--- config.mk ---
export PLATFORM = sky130hd
export DESIGN_NAME = frame_snapshot_rx
export DESIGN_NICKNAME = d
export VERILOG_FILES = /design/src/rtl/frame_snapshot_pkg.sv /design/src/rtl/frame_snapshot_rx_tgl_sync.sv /design/src/rtl/frame_snapshot_rx.sv
export SDC_FILE = /design/constraint.sdc
export NUM_CORES = 1
export LEC_CHECK = 0
export CORE_AREA = 5 5 308 310
export DETAILED_ROUTE_END_ITERATION = 16
export DIE_AREA = 0 0 313 315
export PLACE_DENSITY = 0.53
export SETUP_SLACK_MARGIN = 0.4
export SLEW_MARGIN = 20
export SYNTH_ARGS = -nofsm -noshare
export SYNTH_HDL_FRONTEND = slang
export SYNTH_SLANG_ARGS = --single-unit
--- constraint.sdc ---
create_clock -name clk -period 2.6 [get_ports clk]
set_input_delay 0.39 -clock clk [delete_from_list [all_inputs] [get_ports clk]]
set_output_delay 0.39 -clock clk [all_outputs]
set_load 0.03 [all_outputs]
--- src/rtl/frame_snapshot_pkg.sv ---
// Shared sizes, reset constants and FSM state type for the frame snapshot receiver.
package frame_snapshot_pkg;

    localparam int N_OBS_DEF    = 10;
    localparam int X_W_DEF      = 10;
    localparam int Y_W_DEF      = 9;

    localparam int OBS_X_RST    = 700;
    localparam int OBS_Y_RST    = 500;
    localparam int PLAYER_Y_RST = 240;

    typedef enum logic [1:0] {
        IDLE,
        WAIT_VB,
        DONE
    } state_t;

endpackage

--- src/rtl/frame_snapshot_rx_tgl_sync.sv ---
// Multi-flop synchroniser that carries the game-domain request toggle into the pixel clock domain.
module tgl_sync #(
    parameter int SYNC_STAGES = 2
) (
    input  logic clk,
    input  logic rst,
    input  logic i_tgl,
    output logic o_tgl
);

    logic [SYNC_STAGES-1:0] r_sync;

    always_ff @(posedge clk) begin
        if (rst) begin
            r_sync <= '0;
        end else begin
            r_sync <= {r_sync[SYNC_STAGES-2:0], i_tgl};
        end
    end

    assign o_tgl = r_sync[SYNC_STAGES-1];

endmodule

--- src/rtl/frame_snapshot_rx.sv ---
// Captures staged game state into renderer shadows only at the start of vertical sync.
// Define FRAME_SNAPSHOT_STATS_EN to add the frame_cnt / stale_cnt statistics outputs.
module frame_snapshot_rx
    import frame_snapshot_pkg::*;
#(
    parameter int N_OBS       = N_OBS_DEF,
    parameter int X_W         = X_W_DEF,
    parameter int Y_W         = Y_W_DEF,
    parameter int SYNC_STAGES = 2
) (
    input  logic                 clk,
    input  logic                 rst,
    input  logic                 req_tgl,
    input  logic                 vs,
    input  logic [N_OBS*X_W-1:0] obs_x_left_in,
    input  logic [N_OBS*X_W-1:0] obs_x_right_in,
    input  logic [N_OBS*Y_W-1:0] obs_y_up_in,
    input  logic [N_OBS*Y_W-1:0] obs_y_down_in,
    input  logic [Y_W-1:0]       player_y_in,
    input  logic [1:0]           gamemode_in,
    output logic                 ack_tgl,
    output logic [N_OBS*X_W-1:0] obs_x_left,
    output logic [N_OBS*X_W-1:0] obs_x_right,
    output logic [N_OBS*Y_W-1:0] obs_y_up,
    output logic [N_OBS*Y_W-1:0] obs_y_down,
    output logic [Y_W-1:0]       player_y,
    output logic [1:0]           gamemode,
    output logic                 snap_upd
`ifdef FRAME_SNAPSHOT_STATS_EN
    ,
    output logic [15:0]          frame_cnt,
    output logic [15:0]          stale_cnt
`endif
);

    localparam logic [X_W-1:0] X_RST  = X_W'(OBS_X_RST);
    localparam logic [Y_W-1:0] Y_RST  = Y_W'(OBS_Y_RST);
    localparam logic [Y_W-1:0] PY_RST = Y_W'(PLAYER_Y_RST);

    state_t               r_state;
    state_t               w_next;
    logic                 r_vs_d;
    logic                 r_ack;
    logic                 w_req_s;
    logic                 w_req_pend;
    logic                 w_vs_edge;
    logic                 w_capture;
    logic [N_OBS*X_W-1:0] r_obs_x_left;
    logic [N_OBS*X_W-1:0] r_obs_x_right;
    logic [N_OBS*Y_W-1:0] r_obs_y_up;
    logic [N_OBS*Y_W-1:0] r_obs_y_down;
    logic [Y_W-1:0]       r_player_y;
    logic [1:0]           r_gamemode;

    tgl_sync #(
        .SYNC_STAGES(SYNC_STAGES)
    ) u_tgl_sync (
        .clk   (clk),
        .rst   (rst),
        .i_tgl (req_tgl),
        .o_tgl (w_req_s)
    );

    assign w_req_pend = w_req_s ^ r_ack;
    assign w_vs_edge  = r_vs_d & ~vs;

    always_comb begin
        w_next    = r_state;
        w_capture = 1'b0;
        case (r_state)
            IDLE: begin
                if (w_req_pend) begin
                    if (w_vs_edge) begin
                        w_next    = DONE;
                        w_capture = 1'b1;
                    end else begin
                        w_next = WAIT_VB;
                    end
                end
            end
            WAIT_VB: begin
                if (w_vs_edge) begin
                    w_next    = DONE;
                    w_capture = 1'b1;
                end
            end
            DONE:    w_next = IDLE;
            default: w_next = IDLE;
        endcase
    end

    // The ack flips as DONE is left, one cycle after the shadows became visible.
    always_ff @(posedge clk) begin
        if (rst) begin
            r_state <= IDLE;
            r_vs_d  <= 1'b1;
            r_ack   <= 1'b0;
        end else begin
            r_state <= w_next;
            r_vs_d  <= vs;
            if (r_state == DONE) begin
                r_ack <= ~r_ack;
            end
        end
    end

    always_ff @(posedge clk) begin
        if (rst) begin
            r_obs_x_left  <= {N_OBS{X_RST}};
            r_obs_x_right <= {N_OBS{X_RST}};
            r_obs_y_up    <= {N_OBS{Y_RST}};
            r_obs_y_down  <= {N_OBS{Y_RST}};
            r_player_y    <= PY_RST;
            r_gamemode    <= 2'd0;
        end else if (w_capture) begin
            r_obs_x_left  <= obs_x_left_in;
            r_obs_x_right <= obs_x_right_in;
            r_obs_y_up    <= obs_y_up_in;
            r_obs_y_down  <= obs_y_down_in;
            r_player_y    <= player_y_in;
            r_gamemode    <= gamemode_in;
        end
    end

    assign ack_tgl     = r_ack;
    assign obs_x_left  = r_obs_x_left;
    assign obs_x_right = r_obs_x_right;
    assign obs_y_up    = r_obs_y_up;
    assign obs_y_down  = r_obs_y_down;
    assign player_y    = r_player_y;
    assign gamemode    = r_gamemode;
    assign snap_upd    = (r_state == DONE);

`ifdef FRAME_SNAPSHOT_STATS_EN
    logic [15:0] r_frame_cnt;
    logic [15:0] r_stale_cnt;

    // Frame count wraps; the stale count saturates so long idle periods stay readable.
    always_ff @(posedge clk) begin
        if (rst) begin
            r_frame_cnt <= 16'd0;
            r_stale_cnt <= 16'd0;
        end else if (w_vs_edge) begin
            r_frame_cnt <= r_frame_cnt + 16'd1;
            if (!w_capture && (r_stale_cnt != 16'hFFFF)) begin
                r_stale_cnt <= r_stale_cnt + 16'd1;
            end
        end
    end

    assign frame_cnt = r_frame_cnt;
    assign stale_cnt = r_stale_cnt;
`endif

endmodule

==> flow_summary_export.csv <==
group,metric,value,unit
power_and_ir_drop,pwr-share-seq,0.400,
timing,hold_violations,0,
grt,grtUsageMet2,0.207,
grt,grt_use_met1,0.126,
place,io_buffers,787,
place,dpl.hpwl,46400,µm
setup_path,crit_start,"obs_y_down[76]",
finish,fin_area,27200,µm²
detailed_routing,drtIter0Drc,463,
setup_path,cpMaxStageDelayCell,"clkdlybuf4s50_1",
floorplanning,die_height,315,µm
setup_path,worst_path_largest_cell_delay,720,ps
power_and_ir_drop,clkPwrFrac,0.438,
detailed_routing,ant_nets,0,
grt,antenna_found_initial,7,
timing,tns,0,ps
power_and_ir_drop,leakage,9.58,nW
grt,grt_overflow,0,
logic_synthesis,synthSimpleGateAreaFrac,0.221,
clock_tree,clk_path_buf_depth,3,
logic_synthesis,async_flop_share,0,
setup_path,crit_path_end_kind,"output pin",
job,drv_cap,0,
detailed_routing,wl_per_cell,16.6,µm
detailed_routing,wl,61200,µm
timing,slew_headroom,0.638,
floorplanning,dieArea,98600,µm²
logic_synthesis,syn-cell-area,16800,µm²
clock_tree,clkTransAtPathRegs,50,ps
logic_synthesis,yosys.area_share.adder,0,
logic_synthesis,ys_ff_latch,397,
logic_synthesis,synth.most_common_cell,"nor2_1",
logic_synthesis,synth_edf_count,0,
run_status,outcome,"completed",
timing,setup_violations,0,
finish,area_delta_synth_final,61.7,%
worst_hold_path,worstHoldPathCells,3,
grt,gr-usage-met3,0.0468,
floorplanning,core_area,91400,µm²
place,gp_congestion,0.769,
logic_synthesis,synth_top_cell_by_area,"dfxtp_1",
floorplanning,die_x,313,µm
logic_synthesis,yosysWarnings,0,
place,placedInstanceArea,25500,µm²
logic_synthesis,synth_compound_area_frac,0.00104,
timing,skew,14.0,ps
floorplanning,num_io_pins,788,
setup_path,r2r_end,"obs_y_down[5]",
detailed_routing,vias,13900,
power_and_ir_drop,ir_drop,400,µV
logic_synthesis,synthTopCellsByCount,"490 x nor2_1, 397 x dfxtp_1, 391 x mux2i_1",
logic_synthesis,synth.top_cells.by_area,"dfxtp_1 47%, mux2i_1 23%, nand2b_1 11%",
setup_path,worstSetupPathType,"reg2out",
timing,period_share,0.812,
clock_tree,cts_sinks,397,
grt,grt_pass1_wl,89800,µm
grt,busiest_layer,"met2",
setup_path,crit-reg2reg-launch,"ack_tgl",
detailed_routing,viasPerCell,3.77,
clock_tree,numCtsBuffers,50,
grt,track_usage,0.116,
detailed_routing,dr.pass1.iters,4,
clock_tree,hold_buffers,0,
setup_path,crit_family,"buffers and inverters",
grt,grt_max_degree,84,
detailed_routing,drc,0,
power_and_ir_drop,switching_share,0.260,
floorplanning,num_rows,111,
setup_path,reg2reg_slack,590,ps
logic_synthesis,syn_nets,2111,
finish,fin_cells,3698,
power_and_ir_drop,combPwrFrac,0.162,
setup_path,critPathLaunchType,"flip-flop",
clock_tree,clk_latency,590,ps
timing,rsz0062_at_grt,"no",
power_and_ir_drop,power_density,595,nW/µm²
clock_tree,h-tree-depth,2,
grt,first_global_vias,14400,
logic_synthesis,synth.avg_cell_area,9.80,µm²
clock_tree,tritoncts,"done",
worst_hold_path,min_from,"rst",
logic_synthesis,netlist.area_leader.share,0.473,
logic_synthesis,synthMuxAreaShare,0.233,
setup_path,worst-r2r-cell-count,5,
logic_synthesis,synth_seq_area_share,0.473,
power_and_ir_drop,internal_power,12.0,mW
floorplanning,initial_core_util,0.184,
logic_synthesis,postSynthCellCount,1716,
timing,worst_pin_slew,543,ps
worst_hold_path,hold_path.class,"in2reg",
logic_synthesis,synth_xor_area_frac,0.00104,
setup_path,cp_max_fo,2,
finish,fin_nets,2865,
power_and_ir_drop,p_switching,4.21,mW
place,place_inst,3604,
timing,period_needed,2110,ps
logic_synthesis,ys_types,17,
timing,max_freq,0.474,GHz
setup_path,required,2210,ps
setup_path,worstPathCellList,"clkdlybuf4s50_1",
clock_tree,root_buffer,"clkbuf_16",
setup_path,crit_buf_inv,1,
timing,slew_viol_final,0,
finish,utilization,0.298,
finish,layout-drive-gt1-share,0.0515,
worst_hold_path,whs_endpoint,"obs_y_down[24]",
logic_synthesis,synth-main-ff-cell,"dfxtp_1",
setup_path,crit_arrival,1720,ps
logic_synthesis,synth_top_family_by_area,"multiplexers",
-- flip-flops by register name, indices dropped and copies added, names as in the netlist --
| register | flops |
|---|---|
| player_y | 9 |
| obs_x_right | 100 |
| obs_y_down | 90 |
| gamemode | 2 |
| obs_y_up | 90 |
| obs_x_left | 100 |
| u_tgl_sync.r_sync | 2 |
| ack_tgl | 1 |
| r_vs_d | 1 |
| r_state | 2 |
-- power groups by stage --
stage	clock (mW)	combinational (mW)	sequential, mW
after floorplan	0	0.938	7.06
after global placement	0	2.66	6.59
after detailed placement	0	2.65	6.60
after CTS	7.41	2.66	6.47
after global routing	7.64	2.79	6.49
final	7.09	2.62	6.47
-- worst max-delay path by stage --
| stage | endpoint | slack (ps) | cells after the start |
|---|---|---|---|
| after floorplan | obs_x_left[2] | 960 | 6 |
| after global routing | obs_y_down[76] | 410 | 1 |
| after CTS | snap_upd | 390 | 2 |
| after detailed placement | obs_y_down[5] | 220 | 6 |
| final | obs_y_down[76] | 490 | 1 |
| after global placement | obs_x_left[99] | 280 | 6 |
-- timing repair --
item,in CTS,in global routing
resized for setup,4,2
setup endpoints to repair,4,1
buffers inserted,0,0
hold endpoints to repair,0,0
-- metrics by stage --
step / total power [mW] / setup WS (ps) / hold WS, ps
4_1_cts: 16.5 / 394 / 277
6_report: 16.2 / 488 / 303
2_1_floorplan: 8.00 / 958 / 414
5_1_grt: 16.9 / 409 / 315
3_3_place_gp: 9.26 / 283 / 417
3_5_place_dp: 9.25 / 220 / 441
-- final cells by class --
class                           instances  area [µm²]
Inverter                                1        3.75
Sequential cell                       397        7950
Timing Repair Buffer                  834        8410
Antenna cell                            6        15.0
Tap cell                             1186        1480
Fill cell                            9684       64200
Clock buffer                           74        1510
Clock inverter                         14         158
Multi-Input combinational cell       1186        7680
-- kinds of logic (layout without fill, tap and decap cells) --
group | Yosys count | after routing
flops | 397 | 397
compound gates | 2 | 2
simple gates | 791 | 791
buf+inv | 133 | 923
xor+xnor | 2 | 2
other cells | 0 | 6
mux | 391 | 391
-- cells in the final DEF (no fill, tap or decap), drive strengths merged --
master	synthesis	routed
clkdlybuf4s50	0	781
mux2i	391	391
nand2b	295	295
a21oi	1	1
clkbuf	79	75
nand2	1	1
dfxtp	397	397
clkinvlp	0	2
inv	1	2
bufinv	0	3
or2	1	1
nor2b	4	4
dlygate4sd2	0	3
a211oi	1	1
buf	53	49
xnor2	2	2
nor2	490	490
diode	0	6
clkinv	0	8
-- metal layers --
layer  wire (µm)  up-vias  share of wire
met5          20        -        0.00033
met4        1620        2          0.026
met3        5310       87          0.087
met2       30900      465           0.50
met1       23400     6383           0.38
li1            -     7005              -
Power figures use the tool's default switching activity.
